<file path="src/rtl/full_adder_311.sv">
// full_adder_311: single-bit full adder with registered sum/carry, exposed half-adder terms and an accept counter
module full_adder_311 (
    input  logic       clk_311,
    input  logic       rst_311,
    input  logic       v_311,
    input  logic       a_311,
    input  logic       b_311,
    input  logic       c_311,
    output logic       s_311,
    output logic       cy_311,
    output logic       x_311,
    output logic       y_311,
    output logic       z_311,
    output logic       vo_311,
    output logic [7:0] cnt_311
);
    logic x, y, z, s, cy;
    // Two cascaded half adders; their terms are kept so they can be probed downstream.
    always_comb begin
        x  = a_311 ^ b_311;
        y  = a_311 & b_311;
        z  = x & c_311;
        s  = x ^ c_311;
        cy = y | z;
    end
    always_ff @(posedge clk_311 or posedge rst_311) begin
        if (rst_311) begin
            s_311   <= 1'b0;
            cy_311  <= 1'b0;
            x_311   <= 1'b0;
            y_311   <= 1'b0;
            z_311   <= 1'b0;
            vo_311  <= 1'b0;
            cnt_311 <= 8'd0;
        end else begin
            vo_311 <= v_311;
            if (v_311) begin
                s_311   <= s;
                cy_311  <= cy;
                x_311   <= x;
                y_311   <= y;
                z_311   <= z;
                cnt_311 <= cnt_311 + 8'd1;
            end
        end
    end
endmodule

</file>
<file path="config.mk">
export PLATFORM = sky130hd
export DESIGN_NAME = full_adder_311
export DESIGN_NICKNAME = d
export VERILOG_FILES = /design/src/rtl/full_adder_311.sv
export SDC_FILE = /design/constraint.sdc
export NUM_CORES = 1
export LEC_CHECK = 0
export ABC_AREA = 1
export BUFFER_PORTS_ARGS = -buffer_cell sky130_fd_sc_hd__clkbuf_2
export CAP_MARGIN = 20
export CORE_ASPECT_RATIO = 0.7
export CORE_UTILIZATION = 25
export CTS_CLUSTER_DIAMETER = 50
export DETAILED_ROUTE_END_ITERATION = 8
export PLACE_DENSITY = 0.57
export REMOVE_ABC_BUFFERS = 1
export SLEW_MARGIN = 10
export SYNTH_ARGS = -nofsm -noshare
export SYNTH_HDL_FRONTEND = slang
export SYNTH_SLANG_ARGS = --single-unit
export TNS_END_PERCENT = 5
</file>
<file path="constraint.sdc">
create_clock -name clk_311 -period 1.32 [get_ports clk_311]
set_input_delay 0 -clock clk_311 [delete_from_list [all_inputs] [get_ports clk_311]]
set_output_delay 0 -clock clk_311 [all_outputs]
set_load 0.05 [all_outputs]
</file>
==> metrics, run 1 <==
worst hold path type in2reg; synthesis warning total 0; CTS buffer count 3; Achievable Freq just under 900 MHz; syn_area_per_cell 11.14 sq um; area added between synthesis and finish 28.18%; number of cells in the design after placement 113; reported leakage power 0.0004620 uW; CTS max path bufs 2; number of hold-slack violations in the final timing report 0; register cell area after layout around 350 sq um; clk_lat worst skew roughly 240 ps; power density over the cells 2369 nW/um^2; critical path data required time 1440 ps; destination of the worst register-to-register timing path cnt_311[1]$_DFFE_PP0P_; antenna fix cells 0; total iterations of the first detailed-routing run 3; placed wire-length estimate after detailed placement 962 um; TritonCTS clock tree yes; share of the synthesized area in the top cell type around half; die area 2934 sq um; critical register-to-register path startpoint cnt_311[0]$_DFFE_PP0P_; via count of the first global-routing pass 426; measured slew at the worst slew-check pin slightly above 500 ps; Residual DRC 0; area of the mapped netlist 679.4 sq um; final period utilization 84.96%; slowest library cell on the worst path sky130_fd_sc_hd__dfrtp_1; number of cells produced by synthesis 61; unrepaired setup endpoints after global routing no; Fin Setup TNS 0 ps; start point of the worst min-delay path v_311; synthesized flop and latch total 14; antenna violations before repair 0; Peak VDD IR 0.8063 mV; critical path's largest stage delay 430 ps; maxcap violations 0; number of cell instances on the worst register-to-register path 2; share of synthesized area occupied by flip-flops and latches 51.57%; destination of the worst hold path vo_311$_DFF_PP0_; CP endpoint kind register; effective utilization at floorplan 27.01%; I/O pin count 20; Slew Limit Fails 0; largest area contributor in the netlist sky130_fd_sc_hd__dfrtp_1; area taken by multi-input logic gates 287.8 sq um; cell family with the largest share of critical-path delay flip-flops; crit start category register; Data arrival, critical path 1240 ps; total congestion overflow 0; minimum setup slack after placement slightly above 200 ps; most frequent cells in the layout sky130_fd_sc_hd__clkbuf_2 (19), sky130_fd_sc_hd__nand2_1 (14), sky130_fd_sc_hd__dfrtp_1 (14), sky130_fd_sc_hd__inv_1 (8), sky130_fd_sc_hd__mux2_2 (6); number of vias in the routed layout 468; maximum number of pins on one net before global-route repair 15; fraction of final layout cells sized beyond drive strength 1 40.48%; final core utilization 34.63%; number of sinks on the clock net 14; worst setup slack for register-to-register paths 200 ps; Hold Path Cell Cnt 1; global-route wire length before repair slightly above 2000 um; minimum period implied by the final worst setup slack approximately 1100 ps; critical path peak fanout 4; clock root buffer sky130_fd_sc_hd__clkbuf_8; Final GP Congestion about 0.7; Worst setup startpoint cnt_311[0]$_DFFE_PP0P_; core box area approximately 2500 sq um; status finished, final reports clean; relative slew slack 65.34%; fill cell instance count of the final layout between 200 and 300; Std-Cell Rows 15; distinct cell type count of the synthesized netlist 14; critical path, cell by cell ha_1 -> mux2_2; top post-synthesis cells by area sky130_fd_sc_hd__dfrtp_1 (52%), sky130_fd_sc_hd__mux2_2 (9.9%), sky130_fd_sc_hd__nand2_1 (7.7%); final worst clock skew 4.282 ps; DRC marker count from the first detailed-route iteration 10; non-filler cells, final 118; Die Ht 45.62 um; post-route antenna net violation count 0; Worst Setup Path Type reg2reg; most common cell after layout, fill and taps aside sky130_fd_sc_hd__clkbuf_2; number of failing setup endpoints in the final timing report 0; Routed WL per cell 10.08 um; Buffers on Ports 19; clock slew at the register clock pins of the worst setup and hold paths 60 ps; Vias/cell around 4; DIE WIDTH about 64 um; H-Tree Depth 1; overall routed net length 1190 um; Post-layout nets 95; global router's overall resource usage 10.15%; Buf/Inv on CP 0; fin worst setup slack 198.5 ps
[worst reg2reg max path: cells and delay by family, from the launching register on]
kind | cells | cell delay, ps
fa+ha+maj | 1 | 300
flops | 1 | 430
mux | 1 | 270
[worst max path at each step]
| stage | end | slack (ps) | cells after the start |
|---|---|---|---|
| 2_1_floorplan | cnt_311[6]$_DFFE_PP0P_ | -110 | 6 |
| 3_3_place_gp | cnt_311[1]$_DFFE_PP0P_ | 220 | 2 |
| 3_5_place_dp | cnt_311[6]$_DFFE_PP0P_ | 200 | 6 |
| 4_1_cts | cnt_311[1]$_DFFE_PP0P_ | 190 | 2 |
| 5_1_grt | cnt_311[6]$_DFFE_PP0P_ | 110 | 6 |
| 6_report | cnt_311[1]$_DFFE_PP0P_ | 200 | 2 |
[registers in the layout, indices dropped and copies added, names as in the netlist]
name / cells
cy_311: 1
x_311: 1
vo_311: 1
z_311: 1
y_311: 1
s_311: 1
cnt_311: 8
[synthesized netlist by cell type (all sizes together)]
master	count
buf	1
dfrtp	14
fa	1
ha	3
inv	8
mux2	6
nand2	17
nand3	2
nand3b	2
nor2	4
xor2	3
[metrics by stage]
step	hold WS (ps)	area, sq um	total power, uW
after CTS	72.74	870.8	2095
after detailed placement	53.61	805.8	1675
final	76.41	870.8	2063
after floorplan	-110.8	668.1	1443
after global routing	97.57	870.8	2192
after global placement	49.46	805.8	1652
[cell families (layout without fill, tap and decap cells)]
logic type / after synthesis / in the layout / share of synthesized area [%]
xor+xnor: 3 / 3 / 3.868
fa+ha+maj: 4 / 4 / 8.472
buf+inv: 9 / 32 / 6.077
flops: 14 / 14 / 51.57
mux: 6 / 6 / 9.944
simple gates: 25 / 25 / 20.07
[power by group]
part	internal [uW]	switching [uW]
registers	562	140
logic	243	709
clock network	264	144
[per-layer routing]
layer  GRT usage (%)  wire length [um]  up-vias  share of wire (%)
met5               0                 0        -                  0
met2           15.58               549       13                 46
met4           5.333                21        0                1.8
met1           11.59               544      215                 46
met3           5.500                75        2                6.3
li1                -                 -      238                  -
[area by class of cell]
cell class	count	share of cell area, %
Multi-Input combinational cell	38	33.05
Sequential cell	14	40.23
Tap cell	34	4.885
Inverter	8	3.448
Timing Repair Buffer	20	12.07
Clock buffer	4	6.322
[timing repair]
item | 4_1_cts | 5_1_grt
hold buffers | 1 | 0
buffers inserted | 0 | 0
gates resized for setup | 0 | 0
endpoints found under the hold margin | 14 | 0
Power figures use the tool's default switching activity.
==> inputs of run 2 (changes only) <==
==> constraint.sdc (replaced) <==
create_clock -name clk_311 -period 1.1 [get_ports clk_311]
set_input_delay 0 -clock clk_311 [delete_from_list [all_inputs] [get_ports clk_311]]
set_output_delay 0 -clock clk_311 [all_outputs]
set_load 0.05 [all_outputs]
==> run 2 against run 1 <==
Net effect: cell area grew 4.7%; final cell count is 2.5% higher; core utilization up 1.6 points; critical path depth did not move; largest cell class unchanged; register-to-register slack got worse by 130 ps; sequential cell count did not move; global-route usage rose by 0.68 points; critical path type is now reg2out; clock power grew 20%; clock skew rose by 2.8 ps; worst setup slack worse by 150 ps; power up 27%; sequential power grew 17%.
==> metrics, run 2 (synthesis results as in run 1) <==
number of cell instances on the worst register-to-register path 2; GR Layer Usage met2 ~17%; maxcap violations 0; worst setup slack for register-to-register paths 70 ps; flip-flop count of the largest register, all copies and words added 8; global-route wire length before repair 2208 um; critical path's largest stage delay 400 ps; most common cell after layout, fill and taps aside sky130_fd_sc_hd__clkbuf_2; overall routed net length approximately 1200 um; number of vias in the routed layout approximately 480; H-Tree Depth 1; Vias/cell 3.942; Std-Cell Rows 15; critical path, cell by cell buf_6 -> clkbuf_2; minimum setup slack after placement 61.48 ps; clock root buffer sky130_fd_sc_hd__clkbuf_8; Peak VDD IR slightly below 0.8 mV; die area 2934 sq um; total iterations of the first detailed-routing run 3; Data arrival, critical path 1050 ps; power density over the cells about 2900 nW/um^2; global router's overall resource usage a little over a tenth; effective utilization at floorplan a little over a quarter; via count of the first global-routing pass 490; post-route antenna net violation count 0; CP endpoint kind output pin; CTS buffer count 3; start point of the worst min-delay path v_311; antenna violations before repair 0; Sw Share about 47%; maximum number of pins on one net before global-route repair 15; tightest hold margin 82.02 ps; register with the most flip-flops cnt_311; relative slew slack approximately two thirds; destination of the worst register-to-register timing path cnt_311[1]$_DFFE_PP0P_; critical path peak fanout 3; I/O pin count 20; Post-layout nets 98; total congestion overflow 0; worst setup path endpoint cnt_311[0]; Flop pwr share 31.3%; placed wire-length estimate after detailed placement 964.2 um; number of failing setup endpoints in the final timing report 0; Buf/Inv on CP 2; DIE WIDTH 64.31 um; combinational cell fraction of total power 50.0%; instance count on the critical path 2; most heavily used metal layer in global routing met2; Buffers on Ports 19; Die Ht approximately 46 um; CTS max path bufs 2; area added between synthesis and finish 34.25%; number of hold-slack violations in the final timing report 0; Worst Setup Path Type reg2out; clk_lat worst skew ~240 ps; critical register-to-register path startpoint cnt_311[0]$_DFFE_PP0P_; antenna fix cells 0; Worst setup startpoint cnt_311[0]$_DFFE_PP0P_; minimum period implied by the final worst setup slack 1049 ps; final period utilization 95.35%; Clock power frac 18.7%; critical path data required time around 1100 ps; status finished, final reports clean; Int Power 1394 uW; Achievable Freq 953.4 MHz; Slew Limit Fails 0; fill cell instance count of the final layout between 200 and 300; Routed WL per cell 10.07 um; clock slew at the register clock pins of the worst setup and hold paths roughly 60 ps; met3 routing resource usage after global routing around 5.0%; unrepaired setup endpoints after global routing yes; fraction of final layout cells sized beyond drive strength 1 43.68%; core box area 2515 sq um; DRC marker count from the first detailed-route iteration 16; cell family with the largest share of critical-path delay buffers and inverters; measured slew at the worst slew-check pin 519.8 ps; slowest library cell on the worst path sky130_fd_sc_hd__dfrtp_1; non-filler cells, final roughly 120; fin worst setup slack approximately 50 ps; net switching power 1227 uW; most frequent cells in the layout sky130_fd_sc_hd__clkbuf_2 (18), sky130_fd_sc_hd__nand2_1 (14), sky130_fd_sc_hd__dfrtp_1 (14), sky130_fd_sc_hd__inv_1 (8), sky130_fd_sc_hd__mux2_2 (6); Residual DRC 0; worst hold path type in2reg; met1 Resource Use GR about an eighth; reported leakage power 0.0004783 uW; number of cells in the design after placement 115; number of sinks on the clock net 14; TritonCTS clock tree yes; crit start category register; final worst clock skew 7.059 ps; Final GP Congestion just over 0.7
run 2: changes by cell type in the layout (fill, tap and decap cells not counted), sizes merged:
cell | before | now
clkbuf | 23 | 22
buf | 0 | 4
run 2: what timing repair did:
action	in CTS	in global routing
hold buffers	1	0
setup endpoints to repair	0	4
resized for setup	0	4
endpoints found under the hold margin	14	0
setup buffers	0	1
run 2: power by group through the flow:
| stage | sequential [uW] | combinational [uW] | clock [uW] |
|---|---|---|---|
| 6_report | 821 | 1310 | 489 |
| 3_3_place_gp | 800 | 1240 | 0 |
| 2_1_floorplan | 1380 | 356 | 0 |
| 5_1_grt | 846 | 1440 | 531 |
| 3_5_place_dp | 810 | 1250 | 0 |
| 4_1_cts | 801 | 1260 | 506 |
run 2: layer usage:
metal  wire [um]  share of wire, %
met1         533                44
met2         576                47
met3          88               7.2
met4          21               1.7
met5           0                 0
run 2: how the worst min path moves through the flow:
stage,cells after the start,endpoint,slack (ps)
detailed placement,2,vo_311$_DFF_PP0_,50
global route,1,vo_311$_DFF_PP0_,100
finish,1,vo_311$_DFF_PP0_,80
CTS,1,vo_311$_DFF_PP0_,80
global placement,2,vo_311$_DFF_PP0_,40
floorplan,1,cnt_311[0]$_DFFE_PP0P_,-110
run 2: final cells by class:
type | instances | area [sq um] | area share [%]
timing repair buffer | 23 | 133.9 | 14.68
inverter | 8 | 30.03 | 3.292
multi-input combinational | 38 | 300.3 | 32.92
sequential | 14 | 350.3 | 38.41
tap | 34 | 42.54 | 4.664
clock buffer | 4 | 55.05 | 6.036
run 2: per-stage QoR:
stage / power (uW) / utilization (%) / setup TNS [ps] / area, sq um
5_1_grt: 2814 / 36.27 / -46.80 / 912.1
2_1_floorplan: 1731 / - / -1661 / 668.1
6_report: 2622 / 36.27 / 0 / 912.1
4_1_cts: 2566 / 35.22 / 0 / 885.9
3_5_place_dp: 2060 / 32.64 / 0 / 820.8
3_3_place_gp: 2037 / 32.64 / 0 / 820.8
==> inputs of run 3 (changes only) <==
--- a/config.mk
+++ b/config.mk
@@ -6,7 +6,7 @@
 export NUM_CORES = 1
 export LEC_CHECK = 0
 export ABC_AREA = 1
-export BUFFER_PORTS_ARGS = -buffer_cell sky130_fd_sc_hd__clkbuf_2
+export BUFFER_PORTS_ARGS = -buffer_cell sky130_fd_sc_hd__buf_2
 export CAP_MARGIN = 20
 export CORE_ASPECT_RATIO = 0.7
 export CORE_UTILIZATION = 25
==> run 3 against run 2 <==
Net effect: sequential share of layout area up 1.0 points; power down 3.2%; highest routed layer unchanged; combinational power down 6%; worst setup slack worse by 1.1 ps; critical path type is now reg2reg; fmax down 0.11%; worst hold slack worse by 61 ps; largest cell class unchanged; first-iteration DRC count down 69%; final cell count down 0.83%; core utilization down 0.95 points; routed wire length down 5.0%; cell area down 2.6%; via count down 2.7%.
==> metrics, run 3 (synthesis results as in run 1) <==
Clock power frac 19.6%; power density over the cells around 2900 nW/um^2; Slew Limit Fails 0; Buffers on Ports 19; clock slew at the register clock pins of the worst setup and hold paths 60 ps; effective utilization at floorplan approximately 27%; Peak VDD IR around 1.1 mV; global-route wire length before repair 1980 um; Flop pwr share 32.1%; dpl cell area 813.3 sq um; core box area between 2000 and 3000 sq um; reported leakage power 0.0004669 uW; Vias/cell between 3 and 4; Final GP Congestion approximately 0.72; crit start category register; fraction of final layout cells sized beyond drive strength 1 43.02%; post-route antenna net violation count 0; maxcap violations 0; CP endpoint kind register; register with the most flip-flops cnt_311; DRC marker count from the first detailed-route iteration 5; status finished, final reports clean; flip-flop count of the largest register, all copies and words added 8; fin worst setup slack ~50 ps; via count of the first global-routing pass around 460; placed wire-length estimate after detailed placement 920.8 um; antenna fix cells 0; I/O pin count 20; critical path peak fanout 4; Residual DRC 0; number of sinks on the clock net 14; critical path data required time 1230 ps; clock root buffer sky130_fd_sc_hd__clkbuf_8; number of hold-slack violations in the final timing report 0; minimum setup slack after placement ~47 ps; Sw Share 47.23%; Data arrival, critical path 1180 ps; critical path, cell by cell ha_2 -> mux2_2; Achievable Freq around 950 MHz; combinational cell fraction of total power 48.4%; final period utilization 95.45%; start point of the worst min-delay path v_311; number of vias in the routed layout between 400 and 500; Post-layout nets 97; slowest library cell on the worst path sky130_fd_sc_hd__dfrtp_1; Std-Cell Rows 15; worst hold path type in2reg; CTS max path bufs 2; die area about 2900 sq um; CTS buffer count 3; critical register-to-register path startpoint cnt_311[1]$_DFFE_PP0P_; destination of the worst hold path vo_311$_DFF_PP0_; net switching power 1199 uW; DIE WIDTH 64.31 um; measured slew at the worst slew-check pin 524.7 ps; total congestion overflow 0; number of failing setup endpoints in the final timing report 0; Die Ht 45.62 um; most common cell after layout, fill and taps aside sky130_fd_sc_hd__buf_2; overall routed net length ~1200 um; final worst clock skew 4.816 ps; minimum period implied by the final worst setup slack 1050 ps; critical path's largest stage delay 400 ps; Tot Pwr 2538 uW; area added between synthesis and finish 30.75%; Hold Path Cell Cnt 1; Routed WL per cell 9.650 um; H-Tree Depth 1; Buf/Inv on CP 0; worst setup slack for register-to-register paths 50 ps; unrepaired setup endpoints after global routing yes; number of cell instances on the worst register-to-register path 2; total iterations of the first detailed-routing run 4; area of all placed cells without fillers between 800 and 900 sq um; Worst Setup Path Type reg2reg; clk_lat worst skew 240 ps; antenna violations before repair 0; relative slew slack approximately two thirds; Int Power 1339 uW; cell family with the largest share of critical-path delay flip-flops; maximum number of pins on one net before global-route repair 15; most frequent cells in the layout sky130_fd_sc_hd__buf_2 (19), sky130_fd_sc_hd__nand2_1 (14), sky130_fd_sc_hd__dfrtp_1 (14), sky130_fd_sc_hd__inv_1 (8), sky130_fd_sc_hd__mux2_2 (6); global router's overall resource usage 9.434%; destination of the worst register-to-register timing path cnt_311[1]$_DFFE_PP0P_; TritonCTS clock tree yes
[run 3: changes by cell type in the layout (fill, tap and decap cells not counted)]
cell,before,now
sky130_fd_sc_hd__buf_2,0,19
sky130_fd_sc_hd__clkbuf_2,18,0
sky130_fd_sc_hd__buf_4,3,2
sky130_fd_sc_hd__buf_6,1,0
sky130_fd_sc_hd__ha_2,0,1
sky130_fd_sc_hd__ha_4,1,0
[run 3: layer usage]
layer  vias up  track usage (%)  part of all wire (%)
met4         0            2.667                   1.0
met1       214            11.61                    50
met2        11            14.95                    43
li1        237                -                     -
met3         2            4.500                   5.4
met5         -                0                     0
[run 3: how the worst max path moves through the flow]
stage	startpoint	to	slack, ps	cells after the start
after floorplan	cnt_311[0]$_DFFE_PP0P_	cnt_311[6]$_DFFE_PP0P_	-330	6
after global placement	cnt_311[0]$_DFFE_PP0P_	cnt_311[1]$_DFFE_PP0P_	80	2
after detailed placement	cnt_311[1]$_DFFE_PP0P_	cnt_311[6]$_DFFE_PP0P_	50	6
after CTS	cnt_311[1]$_DFFE_PP0P_	cnt_311[6]$_DFFE_PP0P_	40	6
after global routing	cnt_311[1]$_DFFE_PP0P_	cnt_311[4]$_DFFE_PP0P_	-30	6
final	cnt_311[1]$_DFFE_PP0P_	cnt_311[1]$_DFFE_PP0P_	50	2
[run 3: stage by stage]
step | utilization (%) | TNS [ps] | cells | hold WS, ps
after global placement | 32.34 | 0 | 114 | 62.28
after CTS | 34.93 | 0 | 119 | 19.80
after floorplan | - | -1661 | 60 | -110.8
final | 35.32 | 0 | 120 | 21.37
after global routing | 35.32 | -47.88 | 120 | 27.23
after detailed placement | 32.34 | 0 | 114 | 76.46
[run 3: timing repair]
item | CTS | global route
setup endpoints to repair | 0 | 5
hold buffers | 1 | 0
setup buffers | 0 | 1
endpoints found under the hold margin | 14 | 0
resized for setup | 0 | 1
[run 3: worst reg2reg max path: cells and delay by family, from the launching register on]
kind	cells	cell delay (ps)
muxes	1	260
DFF	1	400
adders and majority gates	1	280
[run 3: final cells by class]
cell class / instances / area (sq um)
Clock buffer: 4 / 55.05
Sequential cell: 14 / 350.3
Fill cell: 263 / 1627
Inverter: 8 / 30.03
Multi-Input combinational cell: 38 / 290.3
Tap cell: 34 / 42.54
Timing Repair Buffer: 22 / 120.1
[run 3: power by group through the flow]
stage                     Clock [uW]  Combinational (uW)  Sequential (uW)
after global placement             0                1190              814
after CTS                        516                1210              815
after floorplan                    0                 356             1380
final                            497                1230              814
after detailed placement           0                1210              823
after global routing             536                1330              842
